--- src/rtl/ysyx_22050039_ifu_prefetch_if.sv ---
// Fetch-side bundle: instruction-memory request/response, IDU delivery port and EXU redirect.
// master = fetch unit, slave = surrounding memory/pipeline.
interface ysyx_22050039_ifu_prefetch_if #(
    parameter int XLEN     = 64,
    parameter int INST_LEN = 32,
    parameter int DEPTH    = 4
);
    localparam int CNT_W = $clog2(DEPTH) + 1;

    logic                imem_req_valid;
    logic                imem_req_ready;
    logic [XLEN-1:0]     imem_req_addr;
    logic                imem_resp_valid;
    logic [INST_LEN-1:0] imem_resp_data;
    logic                imem_resp_err;
    logic                inst_valid;
    logic                inst_ready;
    logic [INST_LEN-1:0] inst;
    logic [XLEN-1:0]     inst_pc;
    logic                inst_fault;
    logic                redirect_valid;
    logic [XLEN-1:0]     redirect_pc;
    logic [CNT_W-1:0]    fifo_count;

    modport master (
        output imem_req_valid, imem_req_addr,
        input  imem_req_ready,
        input  imem_resp_valid, imem_resp_data, imem_resp_err,
        output inst_valid, inst, inst_pc, inst_fault,
        input  inst_ready,
        input  redirect_valid, redirect_pc,
        output fifo_count
    );

    modport slave (
        input  imem_req_valid, imem_req_addr,
        output imem_req_ready,
        output imem_resp_valid, imem_resp_data, imem_resp_err,
        input  inst_valid, inst, inst_pc, inst_fault,
        output inst_ready,
        output redirect_valid, redirect_pc,
        input  fifo_count
    );
endinterface

--- src/rtl/ysyx_22050039_ifu_prefetch.sv ---
// Instruction fetch unit: single-outstanding imem request FSM feeding a DEPTH-entry
// prefetch FIFO of {inst, pc, fault}; an EXU redirect flushes the FIFO and retargets fetch.
module ysyx_22050039_ifu_prefetch #(
    parameter int          XLEN     = 64,
    parameter int          INST_LEN = 32,
    parameter int          DEPTH    = 4,
    parameter logic [63:0] RESET_PC = 64'h0000_0000_8000_0000
) (
    input logic                          clk,
    input logic                          rst,
    ysyx_22050039_ifu_prefetch_if.master bus
);
    localparam int STEP  = INST_LEN / 8;
    localparam int PTR_W = $clog2(DEPTH);
    localparam int CNT_W = PTR_W + 1;

    localparam logic [XLEN-1:0]  STEP_X     = XLEN'(STEP);
    localparam logic [XLEN-1:0]  PC_MASK    = ~(XLEN'(STEP - 1));
    localparam logic [XLEN-1:0]  RESET_PC_X = RESET_PC[XLEN-1:0];
    localparam logic [CNT_W-1:0] DEPTH_C    = CNT_W'(DEPTH);

    typedef enum logic [1:0] {
        S_REQ,
        S_WAIT,
        S_DRAIN,
        S_HALT
    } state_t;

    state_t              state_q;
    logic [XLEN-1:0]     fetch_pc_q;
    logic [XLEN-1:0]     req_pc_q;

    logic [INST_LEN-1:0] data_q [DEPTH];
    logic [XLEN-1:0]     pc_q   [DEPTH];
    logic                err_q  [DEPTH];
    logic [PTR_W-1:0]    wr_ptr_q;
    logic [PTR_W-1:0]    rd_ptr_q;
    logic [CNT_W-1:0]    count_q;

    logic redirect;
    logic req_fire;
    logic push;
    logic pop;
    logic head_valid;

    assign redirect   = bus.redirect_valid;
    assign head_valid = (count_q != '0);

    // Gated by rst so the request line is quiet while reset is held.
    assign bus.imem_req_valid = rst && (state_q == S_REQ) && (count_q < DEPTH_C) && !redirect;
    assign bus.imem_req_addr  = fetch_pc_q;
    assign req_fire           = bus.imem_req_valid && bus.imem_req_ready;

    assign push = (state_q == S_WAIT) && bus.imem_resp_valid && !redirect;
    assign pop  = head_valid && bus.inst_ready && !redirect;

    assign bus.inst_valid = head_valid;
    assign bus.inst       = head_valid ? data_q[rd_ptr_q] : '0;
    assign bus.inst_pc    = head_valid ? pc_q[rd_ptr_q]   : '0;
    assign bus.inst_fault = head_valid ? err_q[rd_ptr_q]  : 1'b0;
    assign bus.fifo_count = count_q;

    always_ff @(posedge clk or negedge rst) begin
        if (!rst) begin
            state_q    <= S_REQ;
            fetch_pc_q <= RESET_PC_X;
            req_pc_q   <= '0;
        end else if (redirect) begin
            fetch_pc_q <= bus.redirect_pc & PC_MASK;
            // A request still in flight must be drained before fetching again.
            case (state_q)
                S_WAIT, S_DRAIN: state_q <= bus.imem_resp_valid ? S_REQ : S_DRAIN;
                default:         state_q <= S_REQ;
            endcase
        end else begin
            case (state_q)
                S_REQ: begin
                    if (req_fire) begin
                        fetch_pc_q <= fetch_pc_q + STEP_X;
                        req_pc_q   <= fetch_pc_q;
                        state_q    <= S_WAIT;
                    end
                end
                S_WAIT: begin
                    if (bus.imem_resp_valid) begin
                        state_q <= bus.imem_resp_err ? S_HALT : S_REQ;
                    end
                end
                S_DRAIN: begin
                    if (bus.imem_resp_valid) begin
                        state_q <= S_REQ;
                    end
                end
                default: state_q <= S_HALT;
            endcase
        end
    end

    always_ff @(posedge clk or negedge rst) begin
        if (!rst) begin
            wr_ptr_q <= '0;
            rd_ptr_q <= '0;
            count_q  <= '0;
        end else if (redirect) begin
            wr_ptr_q <= '0;
            rd_ptr_q <= '0;
            count_q  <= '0;
        end else begin
            if (push) wr_ptr_q <= wr_ptr_q + PTR_W'(1);
            if (pop)  rd_ptr_q <= rd_ptr_q + PTR_W'(1);
            case ({push, pop})
                2'b10:   count_q <= count_q + CNT_W'(1);
                2'b01:   count_q <= count_q - CNT_W'(1);
                default: count_q <= count_q;
            endcase
        end
    end

    // Storage needs no reset: the head outputs are masked while the FIFO is empty.
    always_ff @(posedge clk) begin
        if (push) begin
            data_q[wr_ptr_q] <= bus.imem_resp_data;
            pc_q[wr_ptr_q]   <= req_pc_q;
            err_q[wr_ptr_q]  <= bus.imem_resp_err;
        end
    end

    // Request gating keeps one slot free for the single outstanding response.
    assert property (@(posedge clk) disable iff (!rst) !(push && !pop && (count_q == DEPTH_C)));

endmodule

--- src/flat_wrapper.sv ---
// flat-port wrapper written by rule: the top's interface ports become plain ports
module ysyx_22050039_ifu_prefetch_flat 
#(
    parameter int          XLEN     = 64,
    parameter int          INST_LEN = 32,
    parameter int          DEPTH    = 4,
    parameter logic [63:0] RESET_PC = 64'h0000_0000_8000_0000
)
  (clk, rst, bus_imem_req_valid, bus_imem_req_addr, bus_imem_req_ready, bus_imem_resp_valid, bus_imem_resp_data, bus_imem_resp_err, bus_inst_valid, bus_inst, bus_inst_pc, bus_inst_fault, bus_inst_ready, bus_redirect_valid, bus_redirect_pc, bus_fifo_count);
  ysyx_22050039_ifu_prefetch_if #(.XLEN(XLEN), .INST_LEN(INST_LEN), .DEPTH(DEPTH)) bus_i ();
  input logic clk;
  input logic rst;
  output wire logic [$bits(bus_i.imem_req_valid)-1:0] bus_imem_req_valid;
  output wire logic [$bits(bus_i.imem_req_addr)-1:0] bus_imem_req_addr;
  input wire logic [$bits(bus_i.imem_req_ready)-1:0] bus_imem_req_ready;
  input wire logic [$bits(bus_i.imem_resp_valid)-1:0] bus_imem_resp_valid;
  input wire logic [$bits(bus_i.imem_resp_data)-1:0] bus_imem_resp_data;
  input wire logic [$bits(bus_i.imem_resp_err)-1:0] bus_imem_resp_err;
  output wire logic [$bits(bus_i.inst_valid)-1:0] bus_inst_valid;
  output wire logic [$bits(bus_i.inst)-1:0] bus_inst;
  output wire logic [$bits(bus_i.inst_pc)-1:0] bus_inst_pc;
  output wire logic [$bits(bus_i.inst_fault)-1:0] bus_inst_fault;
  input wire logic [$bits(bus_i.inst_ready)-1:0] bus_inst_ready;
  input wire logic [$bits(bus_i.redirect_valid)-1:0] bus_redirect_valid;
  input wire logic [$bits(bus_i.redirect_pc)-1:0] bus_redirect_pc;
  output wire logic [$bits(bus_i.fifo_count)-1:0] bus_fifo_count;
  assign bus_imem_req_valid = bus_i.imem_req_valid;
  assign bus_imem_req_addr = bus_i.imem_req_addr;
  assign bus_i.imem_req_ready = bus_imem_req_ready;
  assign bus_i.imem_resp_valid = bus_imem_resp_valid;
  assign bus_i.imem_resp_data = bus_imem_resp_data;
  assign bus_i.imem_resp_err = bus_imem_resp_err;
  assign bus_inst_valid = bus_i.inst_valid;
  assign bus_inst = bus_i.inst;
  assign bus_inst_pc = bus_i.inst_pc;
  assign bus_inst_fault = bus_i.inst_fault;
  assign bus_i.inst_ready = bus_inst_ready;
  assign bus_i.redirect_valid = bus_redirect_valid;
  assign bus_i.redirect_pc = bus_redirect_pc;
  assign bus_fifo_count = bus_i.fifo_count;
  ysyx_22050039_ifu_prefetch #(.XLEN(XLEN), .INST_LEN(INST_LEN), .DEPTH(DEPTH), .RESET_PC(RESET_PC)) u_core (.clk(clk), .rst(rst), .bus(bus_i));
endmodule
--- config.mk ---
export PLATFORM = sky130hd
export DESIGN_NAME = ysyx_22050039_ifu_prefetch_flat
export DESIGN_NICKNAME = d
export VERILOG_FILES = /design/src/rtl/ysyx_22050039_ifu_prefetch_if.sv /design/src/rtl/ysyx_22050039_ifu_prefetch.sv /design/src/flat_wrapper.sv
export SDC_FILE = /design/constraint.sdc
export NUM_CORES = 1
export LEC_CHECK = 0
export BUFFER_PORTS_ARGS = -buffer_cell sky130_fd_sc_hd__buf_2
export CELL_PAD_IN_SITES_DETAIL_PLACEMENT = 1
export CELL_PAD_IN_SITES_GLOBAL_PLACEMENT = 2
export CORE_ASPECT_RATIO = 1.75
export CORE_MARGIN = 4
export CORE_UTILIZATION = 41
export CTS_CLUSTER_DIAMETER = 150
export DETAILED_ROUTE_END_ITERATION = 6
export PLACE_DENSITY_LB_ADDON = 0.1
export SKIP_LAST_GASP = 1
export SLEW_MARGIN = 25
export SYNTH_ARGS = -nofsm -noshare
export SYNTH_HDL_FRONTEND = slang
export SYNTH_SLANG_ARGS = --single-unit
--- constraint.sdc ---
create_clock -name clk -period 9.5 [get_ports clk]
set_clock_uncertainty 0.15 [all_clocks]
set_input_delay 1.9 -clock clk [delete_from_list [all_inputs] [get_ports clk]]
set_output_delay 1.9 -clock clk [all_outputs]
set_load 0.005 [all_outputs]
Word-level counts from Yosys, hierarchy flattened
Memory sizes are Yosys's and may differ from the RTL's.
Cells that the tools add are included.

storage, ports and cells
  register bits after elaboration = 137
  RAM bits = 388
  input bits = 103
  word-level logic and storage cells = 65
  memories = 3

memory list
  memory         depth  bits a word  rd ports  clocked after memory_dff  wr ports  RTL line                          text
  u_core.pc_q    4      64           1         0                         1         ysyx_22050039_ifu_prefetch.sv:34  logic [XLEN-1:0] pc_q [DEPTH];
  u_core.data_q  4      32           1         0                         1         ysyx_22050039_ifu_prefetch.sv:33  logic [INST_LEN-1:0] data_q [DEPTH];
  u_core.err_q   4      1            1         0                         1         ysyx_22050039_ifu_prefetch.sv:35  logic err_q [DEPTH];

operators by class
  add/sub/neg operators = 5
  $lt $le $gt $ge = 1
  equality and inequality tests = 7
  muxes and demuxes = 22
  bitwise logic cells = 1
  reductions and logical operators = 20

operator list
  kind                   number
  $mux 64                4
  $add 64x3->64 const B  1
  $mux 32                1
  $mux 2                 11
  $logic_and 1x1->1      8
  $reduce_bool 2->1      4
  $ne 3x3->1 const B     2
  $pmux 2 s3             1
  $pmux 3 s2             1
  $reduce_and 3->1       2
  $reduce_bool 3->1      2
  $add 2x1->2 const B    2
  $eq 2x1->1 const B     2
  $eq 2x2->1 const B     2
  $add 3x1->3 const B    1
  $lt 3x3->1 const B     1
  $mux 1                 3
  $mux 3                 1
  $ne 3x2->1 const B     1
  $sub 3x1->3 const B    1
  $logic_not 2->1        1
  $reduce_and 2->1       1
  $reduce_or 2->1        1
  $logic_not 1->1        1
  $not 1->1              1

Longest topological paths before layout
  word-level depth = 8
  mapped depth = 11

Worst setup path before layout
No wires, ideal clock.

  path kind = input port to flip-flop
  start = input port bus_redirect_valid
  end = memory u_core.data_q[3][0] (enable)
  library setup time = 685 ps
  arrival time = 9,442 ps
  setup slack = -777 ps
  stages = 4
  path buffers = 3
  cells stage by stage = clkbuf_1 > clkbuf_1 > clkbuf_1 > nor3b_1

between the ends
  longest elaborated chain between the ends = 4

ends and longest elaborated chain
  element                       RTL line                           text
  from (decl)                   flat_wrapper.sv:24                 input wire logic [$bits(bus_i.redirect_valid)-1:0] bus_redirect_valid;
  $logic_not 1->1               ysyx_22050039_ifu_prefetch.sv:54   assign push = (state_q == S_WAIT) && bus.imem_resp_valid && !redirect;
  $logic_and 1x1->1             ysyx_22050039_ifu_prefetch.sv:54
  $mux 1                        ysyx_22050039_ifu_prefetch.sv:121  if (push) begin
  $mux 1 (implied by the code)  ysyx_22050039_ifu_prefetch.sv:122  data_q[wr_ptr_q] <= bus.imem_resp_data;
  to (decl)                     ysyx_22050039_ifu_prefetch.sv:33

No other way between the ends.

Worst setup path in the final report
  start = register u_core.rd_ptr_q[0]
  end = output port bus_inst_pc[39]

between the ends
  longest elaborated chain between the ends = 2

ends and longest elaborated chain
  element                 RTL line                           text
  from (decl)             ysyx_22050039_ifu_prefetch.sv:37   logic [PTR_W-1:0] rd_ptr_q;
  from (signal assigned)  ysyx_22050039_ifu_prefetch.sv:110  if (pop) rd_ptr_q <= rd_ptr_q + PTR_W'(1);
  $mem_v2 4x64            n/a
  $mux 64                 ysyx_22050039_ifu_prefetch.sv:59   assign bus.inst_pc = head_valid ? pc_q[rd_ptr_q] : '0;
  to (decl)               flat_wrapper.sv:21                 output wire logic [$bits(bus_i.inst_pc)-1:0] bus_inst_pc;

No other way between the ends.

==> run summary <==
status - finished clean
slowest stage delay, CP - 0.93 ns
share of flip-flops with an asynchronous set or reset - 25.9%
Chip Height - 311 um
Combinational Power Share - 20.2%
Max-slew headroom - 28.6%
DR vias/cell - 5.52
Synth Instances - 1423
final non-filler cell area - 25100 um2
grt total ovfl - 0
Design Power - 6.36 mW
DRC viols - 0
Reg area - 14700 um2
Synth area leader - edfxtp_1
leading cell types in the layout, fill and taps excluded - edfxtp_1 (380), buf_2 (261), nand2_1 (222)
diode count - 0
ratio of cells with drive above 1 in the final layout - 29.0%
Fillers - 5199
Slowest-stage cell, CP - dfrtp_4
port buffer count - 262
PD cells - 253 nW/um2
period utilisation layout - 55.9%
Pre-antenna DRT Iters - 5
internal power - 4.52 mW
multi-input logic area - 6320 um2
worst IR drop on VDD - 195 uV
top post-synthesis cells by area - edfxtp_1 (53%), dfrtp_1 (15%), mux4_2 (10%)
total negative setup slack - 0 ns
DR WL met3 - 2540 um
Leak - 9.46 nW
RSZ-0062 raised after global routing - false
number of synthesis warnings - 0
Core Util, Final - 48.7%
Clock Latency Late Sink - 0.57 ns
first-pass GRT wire length - 93700 um
full die area - 56200 um2
initial antenna violation count - 2
dpl cell area - 23500 um2
Least-Margin Pin Slew - 1.06 ns
die width - 181 um
core area - 51600 um2
Placement Setup Slack - 4.33 ns
Main synth FF type - edfxtp_1
Setup Viol. Count Final - 0
CP cell instances - buf_4, mux4_2, and2_1, buf_2
element type at the critical path start - register
f_max - 188 MHz
initial detailed-routing violation count - 780
Clock power frac - 31.2%
Setup Buffers After CTS - 0
FF+latch count, synth - 513
maxcap violations - 0
boundary pin count - 269
Netlist cell types - 73
register share of total power - 48.6%
CP Max Fanout - 37
dpl cells - 2300
# rows - 110
Final Non-Filler Cells - 2388
Tmin final - 5.31 ns
Initial Utilization - 41.6%
final hold violation count - 0
Synth Cell Area - 21400 um2
vias in the first global route - 14676
mean area per synthesized cell - 15.1 um2
setup ws final - 4.19 ns
Seq/Total Area, Yosys - 68.7%
DR vias - 13179
Post-synth EDFFs - 380
metal1 wirelength - 24400 um
routed wl met2 - 33400 um
Psw - 1.84 mW
clock tree from TritonCTS - built
commonest non-fill, non-tap cell in the layout - edfxtp_1
Syn-to-layout area delta - 17.2%
clk buf depth - 3
clock slew at the register clock pins of the worst setup and hold paths - 0.07 ns
Switching Share - 28.9%
H-tree lvl count - 2
CP endpoint kind - output pin
Hold Crit Class - reg -> reg
Max Used Layer - met5
Avg WL per Cell - 25.9 um
ANT nets after route - 0
Critical Path RT - 7.45 ns
clk sink count - 513
Crit Path Class - reg -> out
CTS Hold Buffers Added - 0
crit path DAT - 3.26 ns
largest net degree at the start of global routing - 63
RePlAce Congestion - 0.800
Layout Nets - 1790
post-synth top area share - 53.2%
max-slew violation count - 0
Min Hold Slack - 0.362 ns
Num CTS Buffers - 47
final WL - 61900 um
Final HPWL DP - 40700 um
overall routing resource usage - 21.8%
cell at the root of the clock tree - clkbuf_16
post_cts resized - 0
cell families (layout without fill, tap and decap cells):
kind of cell | after synthesis | after routing | synth area share (%)
AOI/OAI and AO/OA | 136 | 136 | 4.35
xor gates and xnor gates | 10 | 10 | 0.408
adders and majority gates | 10 | 10 | 0.618
buffers and inverters | 109 | 399 | 2.11
DFF | 513 | 513 | 68.7
muxes | 104 | 104 | 10.4
other | 1 | 4 | 0.0175
and+or+nand+nor | 540 | 540 | 13.3
cell usage after synthesis (7+ instances only):
library cell and n:
a22oi_1 8, nor2_1 37, o311ai_0 7, nand2_1 223
nor3_1 13, or3_1 8, nand3_1 41, clkbuf_1 53
or4_1 13, o21ai_0 33, buf_2 21, o21bai_1 7
mux4_2 95, a31oi_1 14, edfxtp_1 380, ha_1 9
dfrtp_1 132, inv_1 22, a21oi_1 18, and3_1 10
nor4_1 10, nand4_1 32, buf_1 7, and2_1 105
o211ai_1 15
state kept, by name, summed over array words and instances (netlist names):
signal / cells
u_core.bus.fifo_count: 3
u_core.bus.imem_req_addr: 62
u_core.data_q: 128
u_core.err_q: 4
u_core.pc_q: 248
u_core.rd_ptr_q: 2
u_core.req_pc_q: 62
u_core.state_q: 2
u_core.wr_ptr_q: 2
worst max-delay path, delay by kind of cell (launching register included):
kind,cells,cell delay (ns)
AND/OR/NAND/NOR,1,0.21
multiplexers,1,0.58
flip-flops,1,0.93
buffers and inverters,2,0.90
final cells by class:
type	count	share of cell area, %
tap	672	3.35
inverter	22	0.329
multi-input combinational	804	25.2
clock inverter	18	0.961
timing repair buffer	289	6.05
clock buffer	70	5.47
sequential	513	58.7
path summary, 6_finish.rpt:
check	start	endpoint	slack, ns	depth (start not counted)
max in group asynchronous	rst	u_core.req_pc_q[15]	6.94	2
worst max-delay path	u_core.rd_ptr_q[0]	bus_inst_pc[39]	4.19	4
worst min-delay path	u_core.req_pc_q[4]	u_core.pc_q[1][4]	0.36	0
worst min register to register	u_core.req_pc_q[4]	u_core.pc_q[1][4]	0.36	0
worst max register to register	u_core.state_q[1]	u_core.bus.imem_req_addr[32]	6.16	9
min in group asynchronous	rst	u_core.bus.imem_req_addr[38]	1.13	1
per-layer routing:
metal | up-vias | track usage [%]
met5 | - | 0
met4 | 2 | 5.61
met3 | 83 | 3.18
met2 | 350 | 40.6
met1 | 6833 | 26.5
li1 | 5911 | -
power by group through the flow:
stage	Combinational, mW	Clock, mW	Sequential, mW
6_report	1.29	1.98	3.09
4_1_cts	1.34	2.04	3.10
3_5_place_dp	1.33	0	3.14
5_1_grt	1.44	2.14	3.14
2_1_floorplan	0.827	0	3.00
3_3_place_gp	1.31	0	3.10
Note: power is estimated with default switching activity, not from simulation.
